==> src/rtl/ioctl_stream_tx.sv <==
// ioctl_stream_tx: replays a byte stream onto the HPS ioctl download bus.
// Define IOCTL_TX_CHECKSUM_EN to add a running mod-256 sum of strobed bytes.
module ioctl_stream_tx #(
    parameter int ADDR_W      = 25,
    parameter int WR_GAP      = 4,
    parameter int POST_CYCLES = 16
) (
    input  logic              clk_sys,
    input  logic              reset_n,
    input  logic              start,
    input  logic [7:0]        start_index,
    input  logic [ADDR_W-1:0] length,
    input  logic              abort,
    input  logic [7:0]        s_data,
    input  logic              s_valid,
    output logic              s_ready,
    input  logic              ioctl_wait,
    output logic              ioctl_download,
    output logic              ioctl_wr,
    output logic [ADDR_W-1:0] ioctl_addr,
    output logic [7:0]        ioctl_dout,
    output logic [7:0]        ioctl_index,
    output logic              busy,
    output logic              done
`ifdef IOCTL_TX_CHECKSUM_EN
    ,
    output logic [7:0]        checksum
`endif
);
    typedef enum logic [2:0] {IDLE, FETCH, WRITE, GAP, TAIL} state_t;

    localparam logic [7:0] GAP_LAST  = 8'(WR_GAP > 0 ? WR_GAP - 1 : 0);
    localparam logic [7:0] TAIL_LAST = 8'(POST_CYCLES - 1);

    state_t            state;
    logic [ADDR_W-1:0] remaining;
    logic [7:0]        cnt;

    assign s_ready = (state == FETCH);

    // In WRITE, ioctl_wr low means the strobe is still held off by ioctl_wait
    always_ff @(posedge clk_sys or negedge reset_n) begin
        if (!reset_n) begin
            state          <= IDLE;
            remaining      <= '0;
            cnt            <= '0;
            ioctl_download <= 1'b0;
            ioctl_wr       <= 1'b0;
            ioctl_addr     <= '0;
            ioctl_dout     <= '0;
            ioctl_index    <= '0;
            busy           <= 1'b0;
            done           <= 1'b0;
`ifdef IOCTL_TX_CHECKSUM_EN
            checksum       <= '0;
`endif
        end else begin
            done <= 1'b0;
            case (state)
                IDLE: if (start) begin
`ifdef IOCTL_TX_CHECKSUM_EN
                    checksum <= '0;
`endif
                    if (length != '0) begin
                        ioctl_index    <= start_index;
                        remaining      <= length;
                        ioctl_addr     <= '0;
                        ioctl_download <= 1'b1;
                        busy           <= 1'b1;
                        state          <= FETCH;
                    end else begin
                        done <= 1'b1;
                    end
                end
                FETCH: if (abort) begin
                    state <= TAIL;
                    cnt   <= TAIL_LAST;
                end else if (s_valid) begin
                    ioctl_dout <= s_data;
                    remaining  <= remaining - 1'b1;
                    ioctl_wr   <= !ioctl_wait;
                    state      <= WRITE;
                end
                WRITE: if (ioctl_wr) begin
                    ioctl_wr   <= 1'b0;
                    ioctl_addr <= ioctl_addr + 1'b1;
`ifdef IOCTL_TX_CHECKSUM_EN
                    checksum   <= checksum + ioctl_dout;
`endif
                    if (abort || remaining == '0) begin
                        state <= TAIL;
                        cnt   <= TAIL_LAST;
                    end else if (WR_GAP == 0) begin
                        state <= FETCH;
                    end else begin
                        state <= GAP;
                        cnt   <= GAP_LAST;
                    end
                end else if (abort) begin
                    state <= TAIL;
                    cnt   <= TAIL_LAST;
                end else begin
                    ioctl_wr <= !ioctl_wait;
                end
                GAP: if (abort) begin
                    state <= TAIL;
                    cnt   <= TAIL_LAST;
                end else if (cnt == '0) begin
                    state <= FETCH;
                end else begin
                    cnt <= cnt - 1'b1;
                end
                TAIL: if (cnt == '0) begin
                    ioctl_download <= 1'b0;
                    busy           <= 1'b0;
                    done           <= 1'b1;
                    state          <= IDLE;
                end else begin
                    cnt <= cnt - 1'b1;
                end
                default: state <= IDLE;
            endcase
        end
    end
endmodule

==> config.mk <==
export PLATFORM = sky130hd
export DESIGN_NAME = ioctl_stream_tx
export DESIGN_NICKNAME = d
export VERILOG_FILES = /design/src/rtl/ioctl_stream_tx.sv
export SDC_FILE = /design/constraint.sdc
export NUM_CORES = 1
export LEC_CHECK = 0
export BUFFER_PORTS_ARGS = -buffer_cell sky130_fd_sc_hd__buf_2
export CORE_AREA = 2 2 97 99
export DETAILED_ROUTE_END_ITERATION = 16
export DIE_AREA = 0 0 99 101
export PLACE_DENSITY = 0.77
export SLEW_MARGIN = 20
export SYNTH_ARGS = -nofsm -noshare
export SYNTH_HDL_FRONTEND = slang
export SYNTH_SLANG_ARGS = --single-unit
==> constraint.sdc <==
create_clock -name clk_sys -period 2.5 [get_ports clk_sys]
set_clock_uncertainty 0.1 [all_clocks]
set_input_delay 0.25 -clock clk_sys [delete_from_list [all_inputs] [get_ports clk_sys]]
set_output_delay 0.25 -clock clk_sys [all_outputs]
set_load 0.1 [all_outputs]
Yosys cells after proc, flatten, opt, wreduce, memory -nomap -nowiden
Index checks and enable logic that the tools add are counted.
{"block": "op_classes", "muxes": 39, "bitwise_logic": 1, "n_reduce_logical": 18, "add_sub_neg": 3, "eq_ne": 13}
{"op": "25-bit 2-to-1 mux", "count": 7}
{"op": "25-bit case mux with 2 select lines", "count": 2}
{"op": "8-bit 2-to-1 mux", "count": 4}
{"op": "8-bit case mux with 4 select lines", "count": 1}
{"op": "3-bit 2-to-1 mux", "count": 10}
{"op": "25-bit by 1-bit adder with 25-bit output, second input constant", "count": 1}
{"op": "25-bit logical NOT", "count": 1}
{"op": "25-bit nonzero test", "count": 1}
{"op": "25-bit by 1-bit subtractor with 25-bit output, second input constant", "count": 1}
{"op": "3-bit case mux with 5 select lines", "count": 1}
{"op": "2-bit != test, second input constant", "count": 6}
{"op": "1-bit 2-to-1 mux", "count": 10}
{"op": "3-bit != test, second input constant", "count": 3}
{"op": "3-bit AND reduction", "count": 3}
{"op": "8-bit logical NOT", "count": 1}
{"op": "4-bit AND reduction", "count": 2}
{"op": "2-bit nonzero test", "count": 4}
{"op": "8-bit by 1-bit subtractor with 8-bit output, second input constant", "count": 1}
{"op": "3-bit by 2-bit equality test with 1-bit output, second input constant", "count": 2}
{"op": "1-bit case mux with 2 select lines", "count": 3}
{"op": "6-bit AND reduction", "count": 1}
{"op": "5-bit AND reduction", "count": 1}
{"op": "4-bit 2-to-1 mux", "count": 1}
{"op": "4-bit nonzero test", "count": 1}
{"op": "6 further kinds", "count": 6}
{"block": "word_totals", "inputBits": 47, "reg_bits": 80}

Logic depth before layout (Yosys ltp)
Gate-level depths: netlist (run 1).
{"block": "logic_depth", "depth_word": 5, "ltp_mapped": 9, "depth_no_buf": 7}

Least setup slack after synthesis (run 1)
Ideal clock, no wire load.
{"block": "synth_path", "path_kind": "reg2reg", "startpoint": "reg ioctl_addr[5]", "endpoint": "reg ioctl_addr[23]", "path_stages_with_launch": 6, "period_less_slack_ns": 2.589, "required_ns": 2.326, "t_arrival_ns": 2.415, "setup_time_ns": 0.074, "slack_ns": -0.089, "path_buffers": 0, "cell_sequence": "dfrtp_1 > nand4_1 > nor4_1 > nand4_1 > xor2_1 > nor2_1"}
{"block": "synth_between", "elab_chain_cells": 3}
{"item": "start, declared", "line": "20", "text": "output logic [ADDR_W-1:0] ioctl_addr,"}
{"item": "start signal, assigned", "line": "86", "text": "ioctl_addr <= ioctl_addr + 1'b1;"}
{"item": "25-bit by 1-bit adder with 25-bit output", "line": "86"}
{"item": "25-bit 2-to-1 mux", "line": "84", "text": "WRITE: if (ioctl_wr) begin"}
{"item": "25-bit case mux with 2 select lines", "line": "59", "text": "case (state)"}
Every way passes these cells. The select of a mux whose other input is x is not followed.
A chain may end at the register's enable or synchronous reset.

Worst setup path in the final report (run 1)
{"block": "layout_path", "startpoint": "reg cnt[0]", "endpoint": "reg state[2]"}
{"block": "layout_between", "elab_chain_cells": 3, "elab_cells_between_ends": 4}
{"item": "start, declared", "line": "37", "text": "logic [7:0] cnt;"}
{"item": "start signal, assigned", "line": "111", "text": "cnt <= cnt - 1'b1;"}
{"item": "start signal, assigned", "line": "119", "text": "cnt <= cnt - 1'b1;"}
{"item": "8-bit logical NOT *", "line": "108, 113"}
{"item": "3-bit != test (no source line) / 2-bit != test (equally long branches)"}
{"item": "6-bit AND reduction (no source line) *"}
{"item": "end signal, assigned", "line": "106", "text": "state <= TAIL;"}
{"item": "end signal, assigned", "line": "109", "text": "state <= FETCH;"}
{"item": "end signal, assigned", "line": "117", "text": "state <= IDLE;"}
{"item": "end, declared", "line": "35", "text": "state_t state;"}
Every way passes the cells marked *; elsewhere a longest branch is shown, timed or not.

==> results of run 1 <==
timing repair:
item	4_1_cts	5_1_grt
hold buffers	10	0
endpoints found under the setup margin	0	1
gates resized for setup	0	1
endpoints found under the hold margin	54	0
logic make-up (layout without fill, tap and decap cells):
kind of cell               after synthesis  after routing  synth area share [%]
buffers and inverters                   45            159                  4.27
AOI/OAI and AO/OA                      122            122                  18.2
adders and majority gates                4              4                  1.09
DFF                                     80             80                  43.5
xor gates and xnor gates                26             26                  4.95
muxes                                    8              8                  1.96
and+or+nand+nor                        233            233                  26.1
area by class of cell:
cell class	count	area, sq um	share of cell area [%]
Clock inverter	7	81.3	1.44
Tap cell	111	139	2.47
Timing Repair Buffer	126	793	14.1
Inverter	17	63.8	1.13
Sequential cell	80	2010	35.7
Multi-Input combinational cell	393	2420	43.0
Clock buffer	9	124	2.20
metrics by stage:
step                      area [sq um]  setup slack, ns
final                             5630            0.165
after global placement            5310            0.168
after detailed placement          5310           0.0989
after floorplan                   4610           0.0801
after CTS                         5620            0.139
after global routing              5630           0.0141
sequential cells by signal, indices dropped and copies added, names as in the netlist:
signal	cells
ioctl_addr	25
remaining	25
cnt	8
ioctl_dout	8
ioctl_index	8
state	3
busy	1
done	1
ioctl_wr	1
power groups by stage:
| stage | clock (mW) | combinational (mW) | sequential, mW |
|---|---|---|---|
| after floorplan | 0 | 1.66 | 3.12 |
| after global placement | 0 | 3.43 | 2.12 |
| after detailed placement | 0 | 3.52 | 2.13 |
| final | 1.02 | 3.58 | 2.13 |
| after global routing | 1.10 | 3.83 | 2.19 |
| after CTS | 1.03 | 3.54 | 2.11 |
layout by cell type, fill, tap and decap left out, drive strengths merged, types with 3 or more instances in the layout:
cell,Yosys,layout
and3,5,5
o211ai,3,3
a21oi,19,19
buf,15,116
o31ai,3,3
or4,8,8
ha,4,4
nor2,62,62
o32ai,3,3
inv,16,21
dlygate4sd3,0,10
o22a,4,4
nand2,63,63
nand3,22,22
mux2,8,8
nand4,12,12
o2bb2ai,3,3
or2,4,4
o22ai,18,18
a211oi,5,5
nor3b,5,5
nor4,14,14
xnor2,7,7
nor3,21,21
a22oi,13,13
dfrtp,80,80
a2bb2oi,6,6
xor2,19,19
a31oi,5,5
nor4b,3,3
clkbuf,13,9
o21ai,26,26
worst max-delay path: stages (launching register included):
cell	delay, ns
dfrtp_1	0.43
inv_1	0.10
ha_1	0.14
or4b_2	0.66
nor2_1	0.31
nor2_1	0.15
a311o_1	0.35
worst min path at each step:
stage                     slack, ns  depth (start not counted)  startpoint              to
after CTS                     0.003                          2   s_data[4]   ioctl_dout[4]
after global routing          0.004                          2   s_data[5]   ioctl_dout[5]
after detailed placement       0.21                          1     reset_n  ioctl_addr[13]
after global placement         0.21                          1     reset_n          cnt[6]
after floorplan               -0.15                          0     reset_n            busy
final                          0.01                          2   s_data[4]   ioctl_dout[4]
routing by layer:
layer  global-route usage [%]  vias up  share of wire (%)
met5                        0        -                  0
met4                     11.9        0                2.8
met3                     4.65       39                6.9
met2                     41.3      207                 48
met1                     34.8     2179                 42
li1                         -     2134                  -
==> impl_metrics.csv, run 1 <==
group,metric,value,unit
synth,postSynthCellCount,518,
worst_hold_path,hp-class,"in -> reg",
cts,htree_levels,3,
power_and_ir_drop,clkPwrFrac,15.1,%
setup_path,r2r-start,"cnt[0]",
detailed_routing,wire_per_inst,17.0,um
timing,slew_viol_final,0,
detailed_routing,antenna_left,0,
timing,setup_viol,0,
placed_design,dp_hpwl,8740,um
power_and_ir_drop,leakagePower,2.55,nW
global_route,antenna_found_initial,0,
die,placementRows,35,
setup_path,cp-start-kind,"flip-flop",
setup_path,crit_end,"state[2]",
power_and_ir_drop,power_frac_comb,53.3,%
cts,clock_latency,0.37,ns
detailed_routing,drt-vias-per-instance,6.14,
timing,fin_tns_setup,0,ns
cts,post_cts_buffers,0,
run_status,status,"finished, final reports clean",
power_and_ir_drop,irDropWorstVdd,0.870,mV
cts,clk_pin_slew,0.09,ns
timing,hold_violations,0,
detailed_routing,wirelength,12600,um
cts,cts.sinks,80,
power_and_ir_drop,power,6.73,mW
detailed_routing,remaining_drc_errors,0,
die,core_area,8980,sq um
setup_path,worstPathMaxFanout,5,
synth,async_flop_share,100,%
global_route,grt_usage,26.0,%
finish,antenna_cells,0,
detailed_routing,drt_iter0_drc,273,
global_route,gr-total-overflow,0,
cts,tritoncts,"built",
die,boundaryPins,93,
flow_run,maxCapViolCount,0,
synth,ys_warn_count,0,
finish,syn_to_final_growth,22.3,%
global_route,grt_max_degree,47,
setup_path,end_kind,"flip-flop",
setup_path,r2r_slack,0.17,ns
synth,yosys_register_bits,80,
setup_path,worstSetupPathType,"reg -> reg",
timing,final.min_clock_period,2.33,ns
global_route,grt_pass1_vias,4331,
synth,synth_top_cells_by_area,"dfrtp_1, nand2_1, nor2_1, xor2_1, o21ai_0",
die,die_x,99,um
synth,ys.flop_type,"dfrtp_1",
die,start_util,51.3,%
cts,root_buffer,"clkbuf_8",
synth,synth_top_area_share,43.5,%
timing,relSlewSlack,58.7,%
placed_design,port_buffers,92,
power_and_ir_drop,p_sw,3.48,mW
setup_path,cp.required,2.65,ns
timing,tightest_slew,0.619,ns
die,die-area,10000,sq um
finish,final_util,62.7,%
synth,synth_commonest_cells,"dfrtp_1, nand2_1, nor2_1",
finish,drive_above_1_share,25.6,%
power_and_ir_drop,p_per_area,1200,nW/um^2
die,fp.dieH,101,um
synth,yosysSeqAreaShare,43.5,%
detailed_routing,dr.pass1.iters,5,
timing,max_freq,428,MHz
setup_path,cp.arrival,2.48,ns
power_and_ir_drop,p_sw_share,51.7,%
synth,synth_nets,569,
setup_path,reg2reg_depth,6,
cts,clockBufferDepth,2,
global_route,grt_pass1_wl,20900,um
power_and_ir_drop,pwr-share-seq,31.6,%
timing,final.hold.worst_slack,0.0121,ns
placed_design,gp_congestion,0.893,
placed_design,dp.cells,716,
synth,synth_cell_types,68,
setup_path,worstReg2RegEnd,"state[2]",
synth,yosysTopAreaCell,"dfrtp_1",
timing,rsz0062_at_grt,"no",
detailed_routing,num_vias,4559,
setup_path,cp-startpoint,"cnt[0]",
timing,fin_crit_sh,93.4,%
synth,avgSynthCellArea,8.89,sq um
synth,yosysMostFrequentCell,"dfrtp_1",
synth,syn_area,4600,sq um
cts,numCtsBuffers,9,
finish,num-fill-cells,739,
power_and_ir_drop,p_int,3.25,mW
finish,fin_nets,678,
finish,final-instance-count-excl-fill,743,
synth,synth-edff-count,0,
(Power assumes the default switching activity.)
==> run 2: changes to the inputs <==
--- a/config.mk
+++ b/config.mk
@@ -6,10 +6,12 @@
 export NUM_CORES = 1
 export LEC_CHECK = 0
 export BUFFER_PORTS_ARGS = -buffer_cell sky130_fd_sc_hd__buf_2
-export CORE_AREA = 2 2 97 99
+export CELL_PAD_IN_SITES_DETAIL_PLACEMENT = 2
+export CELL_PAD_IN_SITES_GLOBAL_PLACEMENT = 2
+export CORE_AREA = 2 2 122 124
 export DETAILED_ROUTE_END_ITERATION = 16
-export DIE_AREA = 0 0 99 101
-export PLACE_DENSITY = 0.77
+export DIE_AREA = 0 0 124 126
+export PLACE_DENSITY = 0.79
 export SLEW_MARGIN = 20
 export SYNTH_ARGS = -nofsm -noshare
 export SYNTH_HDL_FRONTEND = slang
==> run 2 against run 1 <==
Against the previous run:
- non-clock buffer count stayed put
- sequential share of layout area is 0.99 points lower
- clock power is 27% higher
- global-route usage is 2.5 points lower
- sequential power is 2% higher
- setup slack worse by 0.078 ns
- via count is 1.1% higher
- first-iteration DRC count is 25% lower
- cell count is 9.8% higher
==> impl_metrics.csv, run 2 (synthesized netlist as in run 1, its figures left out) <==
group,metric,value,unit
setup_path,crit_family,"compound AO/OA/AOI/OAI gates",
timing,slew_viol_final,0,
die,die-area,15600,sq um
worst_hold_path,holdCritStartpoint,"start_index[5]",
worst_hold_path,holdPathStages,3,
setup_path,cp-start-kind,"flip-flop",
finish,regArea,2010,sq um
placed_design,dp_hpwl,12200,um
finish,reg.largest.list,"ioctl_addr x25, remaining x25",
detailed_routing,antenna_left,0,
timing,final.hold.worst_slack,0.0113,ns
setup_path,worstPathMaxFanout,8,
setup_path,end_kind,"flip-flop",
finish,final-instance-count-excl-fill,816,
worst_hold_path,hp-class,"in -> reg",
setup_path,reg2reg_depth,6,
detailed_routing,wirelength,17300,um
global_route,grt_usage,23.5,%
detailed_routing,drt_iter0_drc,206,
finish,syn_to_final_growth,25.8,%
setup_path,crit_slowest_cell,"or4b_2",
die,fp.dieH,126,um
finish,fin_area,5790,sq um
flow_run,maxCapViolCount,0,
cts,root_buffer,"clkbuf_16",
cts,htree_levels,3,
timing,setup_viol,0,
placed_design,gp_congestion,0.821,
setup_path,cp.arrival,2.55,ns
global_route,antenna_found_initial,0,
placed_design,place_worst_setup_slack,0.0933,ns
setup_path,worstSetupPathType,"reg -> reg",
detailed_routing,num_vias,4610,
timing,tightest_slew,0.656,ns
timing,fin_crit_sh,96.5,%
finish,drive_above_1_share,26.6,%
finish,antenna_cells,0,
global_route,gr-total-overflow,0,
placed_design,port_buffers,92,
power_and_ir_drop,leakagePower,2.60,nW
timing,max_freq,415,MHz
timing,fin_ws,0.0876,ns
placed_design,dp.cells,795,
die,start_util,32.2,%
cts,cts.sinks,80,
cts,clk_pin_slew,0.07,ns
cts,clockBufferDepth,2,
finish,final_common_cell,"buf_2",
timing,rsz0062_at_grt,"yes",
worst_hold_path,holdPathEnd,"ioctl_index[5]",
global_route,grt_pass1_wl,28400,um
timing,hold_violations,0,
global_route,grt_pass1_vias,5141,
global_route,grt_max_degree,52,
cts,tritoncts,"built",
setup_path,worstReg2RegEnd,"cnt[6]",
detailed_routing,wire_per_inst,21.3,um
run_status,status,"finished, final reports clean",
finish,fin_nets,678,
timing,final.min_clock_period,2.41,ns
power_and_ir_drop,irDropWorstVdd,0.515,mV
die,boundaryPins,93,
cts,numCtsBuffers,9,
die,placementRows,44,
detailed_routing,dr.pass1.iters,4,
die,die_x,124,um
timing,relSlewSlack,55.9,%
die,core_area,14300,sq um
setup_path,r2r-start,"cnt[0]",
setup_path,cpMostUsedCell,"inv_1",
detailed_routing,remaining_drc_errors,0,
setup_path,worstPathCellList,"inv_1, ha_1, or4b_2, o22ai_2, inv_1, a221o_1",
finish,num-fill-cells,1626,
setup_path,critPathBufInv,2,
finish,final_cell_mix,"buf_2, dfrtp_1, nand2_1",
finish,multi_input_area,2420,sq um
detailed_routing,drt-vias-per-instance,5.65,
cts,clock_latency,0.36,ns
setup_path,r2r_slack,0.09,ns
placed_design,placed_cell_area,5450,sq um
power_and_ir_drop,p_per_area,1250,nW/um^2
setup_path,cp.required,2.64,ns
setup_path,slowest_delay,0.63,ns
==> run 2: cell types whose count changed in the layout (fill, tap and decap cells not counted), moves of 3 or more <==
cell,change
buf_4,+6
clkbuf_8,-9
clkinv_4,+3
dlygate4sd3_1,-5
inv_6,-4
clkbuf_16,+9
==> run 2: worst register-to-register path: cells and delay by family, from the launching register on <==
kind | cells | cell delay [ns]
AO/OA/AOI/OAI | 2 | 0.74
adder cells (fa/ha/maj) | 1 | 0.15
buffers and inverters | 2 | 0.25
flip-flops | 1 | 0.42
AND/OR/NAND/NOR | 1 | 0.63
==> run 2: routing by layer <==
layer / share of wire (%) / global-route usage, % / vias to the layer above
met1: 43 / 29.2 / 2378
met5: 0 / 0 / -
met2: 52 / 41.1 / 91
met3: 3.6 / 4.80 / 28
li1: - / - / 2113
met4: 1.8 / 6.15 / 0
==> run 2: final cells by class <==
cell class / count / area share, %
multi-input cells: 393 / 41.9
flip-flops and latches: 80 / 34.7
inverters: 17 / 1.10
clock buffers: 9 / 3.89
clock inverters: 7 / 0.972
well taps: 184 / 3.98
repair buffers: 126 / 13.5
==> run 2: worst max path at each step <==
stage	start	end	cells past startpoint
after CTS	cnt[0]	cnt[6]	6
after global placement	cnt[0]	state[2]	6
after detailed placement	cnt[0]	cnt[6]	6
final	cnt[0]	cnt[6]	6
after global routing	cnt[0]	cnt[6]	6
after floorplan	ioctl_wr	ioctl_addr[13]	6
==> run 2: repair_timing <==
item,4_1_cts,5_1_grt
gates resized for setup,0,2
setup endpoints to repair,0,5
hold buffers,5,0
setup buffers,0,0
endpoints found under the hold margin,33,0
==> run 2: per-stage QoR <==
stage          util, %  TNS [ns]  power, mW
6_report          40.5         0       7.22
3_5_place_dp      38.1         0       5.89
2_1_floorplan        -         0       4.78
4_1_cts           40.4         0       7.24
5_1_grt           40.5    -0.128       7.64
3_3_place_gp      38.1         0       5.72
==> run 2: power breakdown <==
| part | leakage [nW] | internal [mW] | switching, mW |
|---|---|---|---|
| sequential | 0.992 | 1.71 | 0.466 |
| combinational | 1.47 | 1.08 | 2.66 |
| clock | 0.142 | 0.686 | 0.619 |
